File: src/rtl/miriscv_mdu_pkg.sv
// Shared definitions for the RV32M multiply/divide unit.
// Holds the datapath width, opcode encodings and FSM state type.
// Imported by the MDU and by the decoder that generates mdu_op_i.
package miriscv_mdu_pkg;

  localparam int XLEN     = 32;
  localparam int MDU_OP_W = 3;
  localparam int CNT_W    = $clog2(XLEN);

  // op[2] distinguishes divide-type from multiply-type operations,
  // and within the divides op[1] selects remainder over quotient.
  localparam logic [MDU_OP_W-1:0] MDU_MUL    = 3'd0;
  localparam logic [MDU_OP_W-1:0] MDU_MULH   = 3'd1;
  localparam logic [MDU_OP_W-1:0] MDU_MULHSU = 3'd2;
  localparam logic [MDU_OP_W-1:0] MDU_MULHU  = 3'd3;
  localparam logic [MDU_OP_W-1:0] MDU_DIV    = 3'd4;
  localparam logic [MDU_OP_W-1:0] MDU_DIVU   = 3'd5;
  localparam logic [MDU_OP_W-1:0] MDU_REM    = 3'd6;
  localparam logic [MDU_OP_W-1:0] MDU_REMU   = 3'd7;

  typedef enum logic [1:0] {
    ST_IDLE = 2'd0,
    ST_CALC = 2'd1,
    ST_DONE = 2'd2
  } mdu_state_e;

endpackage

File: src/rtl/miriscv_mdu.sv
// Iterative RV32M multiply/divide unit (radix-2 shift-add / restoring divide).
// Latency: valid XLEN+1 cycles after request; div-by-zero and signed overflow in 1 cycle.
// Backpressure: holds mdu_stall_req_o while a request is pending; kill aborts with no valid.
// Ports: clk_i/rstn_i (sync, active low); mdu_req_i, mdu_port_a_i, mdu_port_b_i, mdu_op_i,
//        mdu_kill_i in; mdu_stall_req_o (comb), mdu_valid_o, mdu_result_o (registered) out.
module miriscv_mdu
  import miriscv_mdu_pkg::*;
(
  input  logic                clk_i,
  input  logic                rstn_i,
  input  logic                mdu_req_i,
  input  logic [XLEN-1:0]     mdu_port_a_i,
  input  logic [XLEN-1:0]     mdu_port_b_i,
  input  logic [MDU_OP_W-1:0] mdu_op_i,
  input  logic                mdu_kill_i,
  output logic                mdu_stall_req_o,
  output logic                mdu_valid_o,
  output logic [XLEN-1:0]     mdu_result_o
);

  mdu_state_e          state;
  logic [CNT_W-1:0]    count;
  // Multiply: {product_hi, multiplier/product_lo}. Divide: {remainder, dividend/quotient}.
  logic [2*XLEN-1:0]   acc;
  logic [XLEN-1:0]     opb_q;
  logic [MDU_OP_W-1:0] op_q;
  logic                neg_q;      // product or quotient must be negated
  logic                rem_neg_q;  // remainder takes the sign of a

  // ---------------- request decode ----------------
  logic            is_div, a_signed, b_signed, a_neg, b_neg;
  logic [XLEN-1:0] a_mag, b_mag;
  logic            div_zero, div_ovf;
  logic [XLEN-1:0] special_res;

  assign is_div   = mdu_op_i[2];
  assign a_signed = (mdu_op_i == MDU_MUL) || (mdu_op_i == MDU_MULH) ||
                    (mdu_op_i == MDU_MULHSU) || (mdu_op_i == MDU_DIV) ||
                    (mdu_op_i == MDU_REM);
  assign b_signed = (mdu_op_i == MDU_MUL) || (mdu_op_i == MDU_MULH) ||
                    (mdu_op_i == MDU_DIV) || (mdu_op_i == MDU_REM);
  assign a_neg    = a_signed & mdu_port_a_i[XLEN-1];
  assign b_neg    = b_signed & mdu_port_b_i[XLEN-1];
  assign a_mag    = a_neg ? -mdu_port_a_i : mdu_port_a_i;
  assign b_mag    = b_neg ? -mdu_port_b_i : mdu_port_b_i;

  assign div_zero = is_div && (mdu_port_b_i == '0);
  assign div_ovf  = ((mdu_op_i == MDU_DIV) || (mdu_op_i == MDU_REM)) &&
                    (mdu_port_a_i == {1'b1, {(XLEN-1){1'b0}}}) &&
                    (mdu_port_b_i == '1);

  always_comb begin
    special_res = '0;
    if (div_zero)
      special_res = mdu_op_i[1] ? mdu_port_a_i : '1;
    else if (div_ovf)
      special_res = mdu_op_i[1] ? '0 : {1'b1, {(XLEN-1){1'b0}}};
  end

  // ---------------- one radix-2 step ----------------
  logic [XLEN:0]     mul_sum;
  logic [XLEN-1:0]   div_trial;
  logic              div_ge;
  logic [2*XLEN-1:0] step_next;

  assign mul_sum   = {1'b0, acc[2*XLEN-1:XLEN]} + ({1'b0, opb_q} & {(XLEN+1){acc[0]}});
  // The shifted partial remainder is below 2*b, so 33 bits suffice for the compare
  // and the low XLEN bits of the difference are exact whenever it is kept.
  assign div_ge    = acc[2*XLEN-1:XLEN-1] >= {1'b0, opb_q};
  assign div_trial = acc[2*XLEN-2:XLEN-1] - opb_q;

  always_comb begin
    if (op_q[2])
      step_next = div_ge ? {div_trial, acc[XLEN-2:0], 1'b1} : {acc[2*XLEN-2:0], 1'b0};
    else
      step_next = {mul_sum, acc[XLEN-1:1]};
  end

  // ---------------- sign fix-up and result select ----------------
  logic [2*XLEN-1:0] prod_fix;
  logic [XLEN-1:0]   final_res;

  assign prod_fix = neg_q ? -step_next : step_next;

  always_comb begin
    final_res = '0;
    case (op_q)
      MDU_MUL:              final_res = prod_fix[XLEN-1:0];
      MDU_DIV, MDU_DIVU:    final_res = neg_q ? -step_next[XLEN-1:0] : step_next[XLEN-1:0];
      MDU_REM, MDU_REMU:    final_res = rem_neg_q ? -step_next[2*XLEN-1:XLEN]
                                                  : step_next[2*XLEN-1:XLEN];
      default:              final_res = prod_fix[2*XLEN-1:XLEN];
    endcase
  end

  assign mdu_stall_req_o = mdu_req_i & ~mdu_kill_i & (state != ST_DONE);

  // ---------------- control FSM ----------------
  always_ff @(posedge clk_i) begin
    if (!rstn_i) begin
      state        <= ST_IDLE;
      count        <= '0;
      acc          <= '0;
      opb_q        <= '0;
      op_q         <= MDU_MUL;
      neg_q        <= 1'b0;
      rem_neg_q    <= 1'b0;
      mdu_valid_o  <= 1'b0;
      mdu_result_o <= '0;
    end else if (mdu_kill_i) begin
      state       <= ST_IDLE;
      mdu_valid_o <= 1'b0;
    end else begin
      case (state)
        ST_IDLE: begin
          mdu_valid_o <= 1'b0;
          if (mdu_req_i) begin
            if (div_zero || div_ovf) begin
              mdu_result_o <= special_res;
              mdu_valid_o  <= 1'b1;
              state        <= ST_DONE;
            end else begin
              acc       <= {{XLEN{1'b0}}, a_mag};
              opb_q     <= b_mag;
              op_q      <= mdu_op_i;
              neg_q     <= a_neg ^ b_neg;
              rem_neg_q <= a_neg;
              count     <= CNT_W'(XLEN-1);
              state     <= ST_CALC;
            end
          end
        end
        ST_CALC: begin
          acc <= step_next;
          if (count == '0) begin
            mdu_result_o <= final_res;
            mdu_valid_o  <= 1'b1;
            state        <= ST_DONE;
          end else begin
            count <= count - 1'b1;
          end
        end
        default: begin
          // The request still held in DONE is the finished instruction.
          mdu_valid_o <= 1'b0;
          state       <= ST_IDLE;
        end
      endcase
    end
  end

endmodule

File: config.mk
export PLATFORM = sky130hd
export DESIGN_NAME = miriscv_mdu
export DESIGN_NICKNAME = d
export VERILOG_FILES = /design/src/rtl/miriscv_mdu_pkg.sv /design/src/rtl/miriscv_mdu.sv
export SDC_FILE = /design/constraint.sdc
export NUM_CORES = 1
export LEC_CHECK = 0
export CORE_UTILIZATION = 50
export DETAILED_ROUTE_END_ITERATION = 6
export DONT_BUFFER_PORTS = 1
export GPL_ROUTABILITY_DRIVEN = 0
export MAX_ROUTING_LAYER = met4
export PLACE_DENSITY = 0.73
export SLEW_MARGIN = 20
export SYNTH_ARGS = -nofsm -noshare
export SYNTH_HDL_FRONTEND = slang
export SYNTH_SLANG_ARGS = --single-unit
File: constraint.sdc
create_clock -name clk_i -period 13.6 [get_ports clk_i]
set_clock_uncertainty 0.1 [all_clocks]
set_input_delay 1.36 -clock clk_i [delete_from_list [all_inputs] [get_ports clk_i]]
set_output_delay 1.36 -clock clk_i [all_outputs]
set_load 0.01 [all_outputs]
==> metrics.cfg <==
[clock_network]
post_cts_buffers=0
clockBufferDepth=2
clock_sinks=141
h-tree-depth=4
cts_resized=0
cts_tree=yes
root_buffer=clkbuf_16
clkLatencyLatePin_ns=0.47
postCtsHoldBufs=0
path_clk_slew_ns=0.07
cts_made_buffers=17

[logic_synthesis]
synth_warnings=0
ys_top_cells_by_area=dfxtp_1 (19%), a21oi_1 (6.7%), nor2_1 (6.5%)
ys_ff_latch=141
synthArstFlopShare_pct=0
synth_edf_count=0
synth_cell_types=92
synth_nets=2302
postSynthCellCount=2158
synth_ff_type=dfxtp_1
synth_seq_area_share_pct=18.7
syn_avg_cell_area_sq_um=6.98
synth_top_cells_by_count=nor2_1 (262), a21oi_1 (201), nand2_1 (187)
netlist_area_sq_um=15100
yosysMostFrequentCell=nor2_1
synth_top_area_share_pct=18.7
yosysTopAreaCell=dfxtp_1

[power]
total_power_mw=1.36
leakage_nw=5.74
power.density_nw_per_um2=86.3
irDropWorstVdd_v=0.0000740

[global_routing]
antenna_found_initial=0
grt_max_degree=66
grt.total_usage_pct=38.2
grt_pass1_wl_um=89200
first_global_vias=15400
overflow=0

[setup_path]
crit_chain=inv_1, ha_1, nor2b_1, o211ai_1, a211o_1, a311o_1, nand2_1, mux2i_1, mux2i_1, inv_1, ha_1, o31ai_1, or3_1, or4_1, o41ai_1, xor2_1, a21oi_1, nor3b_1, nor3_1
path_max_fanout=18
start_kind=flip-flop
worstSetupEndpointType=flip-flop
slowest_delay_ns=0.77
cp.required_ns=13.85
arrival_ns=6.75
cpMaxStageDelayCell=nand2_1
criticalPathCategory=flip-flop to flip-flop

[die]
die_w_um=176
initial_core_util_pct=50.8
io_pins=105
die-area_sq_um=30800
core_sq_um=29600
die_h_um=176
rows=63

[route]
drc=0
wl_per_cell_um=23.8
via_count=17300
avgViaCountPerCell=7.03
drtPass1Iterations=7
first_iter_violations=2526
routed_wl_um=58600
ant_nets=0

[timing]
worstMarginPinSlew_ns=1.23
relSlewSlack_pct=18.0
clock.fmax_ghz=0.154
min_period_over_period_pct=47.8
setup_viol=0
setup_tns_ns=0
period_minus_slack_ns=6.50
rsz0062_at_grt=false
slew_violations=0
finalHoldViolations=0

[outcome]
status=finished, final reports clean

[cells_and_area]
syn_to_final_growth_pct=4.91
layout-drive-gt1-share_pct=5.20
num_antenna_cells=0
nFillCells=2933
num-nets-final=2206

[flow_run]
maxCapViolations=0

[place]
hpwl_um=43000
port-buffer-count=0

[min_path]
hp-class=flip-flop to flip-flop

power breakdown:
part,leakage [nW],switching [mW],internal (mW),total (mW)
clock,0.266,0.222,0.259,0.481
sequential,1.15,0.0206,0.432,0.452
combinational,4.32,0.284,0.146,0.430
worst max-delay path, delay by kind of cell (launching register included):
family	cells	cell delay, ns
AND/OR/NAND/NOR	6	2.31
AO/OA/AOI/OAI	6	2.20
adder cells (fa/ha/maj)	2	0.49
multiplexers	2	0.46
flip-flops	1	0.35
buffers and inverters	2	0.23
XOR/XNOR	1	0.20
per-stage QoR:
| step | hold slack, ns | worst slack (ns) | instance area [sq um] | util, % | instances |
|---|---|---|---|---|---|
| floorplan | 0.332 | 7.87 | 15100 | - | 2158 |
| global placement | 0.340 | 7.58 | 15200 | 51.3 | 2433 |
| detailed placement | 0.358 | 7.40 | 15200 | 51.3 | 2433 |
| CTS | 0.366 | 7.38 | 15800 | 53.3 | 2465 |
| global route | 0.386 | 6.92 | 15800 | 53.3 | 2465 |
| finish | 0.368 | 7.10 | 15800 | 53.3 | 2465 |
area by class of cell:
class / instances / area, sq um / area share (%)
multi-input cells: 1800 / 11400 / 72.4
flip-flops and latches: 141 / 2830 / 17.9
well taps: 390 / 488 / 3.09
clock buffers: 18 / 439 / 2.78
inverters: 79 / 298 / 1.88
repair buffers: 23 / 173 / 1.09
clock inverters: 14 / 134 / 0.847
cell families after synthesis:
group           count (synthesis)  synth area share [%]
compound gates                739                  31.5
xor+xnor                      182                  10.6
fa+ha+maj                      73                  6.16
buf+inv                       217                  5.62
flops                         141                  18.7
mux                            47                  3.25
simple gates                  759                  24.1
state kept, by name (all words and copies together) (netlist names):
name,cells
acc,64
count,5
mdu_result_o,32
mdu_valid_o,1
neg_q,1
op_q,3
opb_q,32
rem_neg_q,1
state,2
routing by layer:
metal | vias up | track usage (%) | wire [um]
li1 | 7747 | - | -
met1 | 8001 | 48.9 | 22500
met2 | 1303 | 54.9 | 24200
met3 | 286 | 11.3 | 8650
met4 | 0 | 17.7 | 3260
met5 | - | - | 0
cells in the final DEF, fill, tap and decap left out, types with 13 or more instances in the layout:
master,n
nand3_1,57
o21a_1,19
nand4_1,25
or3_1,26
nor4_1,20
nand2_1,186
ha_1,71
o41ai_1,13
nor2_1,260
a21oi_1,201
mux2_2,15
inv_1,77
buf_4,23
o22ai_1,17
o211ai_1,30
a211oi_1,87
clkbuf_16,17
o21ai_0,159
mux2i_1,32
xor2_1,71
a31oi_1,44
nor3_1,58
o31ai_1,27
nand2b_1,21
xnor2_1,111
dfxtp_1,139
a21o_1,25
path summary, 6_finish.rpt:
path                                        startpoint                             to  slack [ns]  depth (start not counted)
worst max-delay path             opb_q[1]$_SDFFE_PN0P_  mdu_result_o[26]$_SDFFE_PN0P_        7.10                         19
worst min-delay path            opb_q[26]$_SDFFE_PN0P_         opb_q[26]$_SDFFE_PN0P_        0.37                          2
worst max register to register   opb_q[1]$_SDFFE_PN0P_  mdu_result_o[26]$_SDFFE_PN0P_        7.10                         19
worst min register to register  opb_q[26]$_SDFFE_PN0P_         opb_q[26]$_SDFFE_PN0P_        0.37                          2
(Power assumes the default switching activity.)
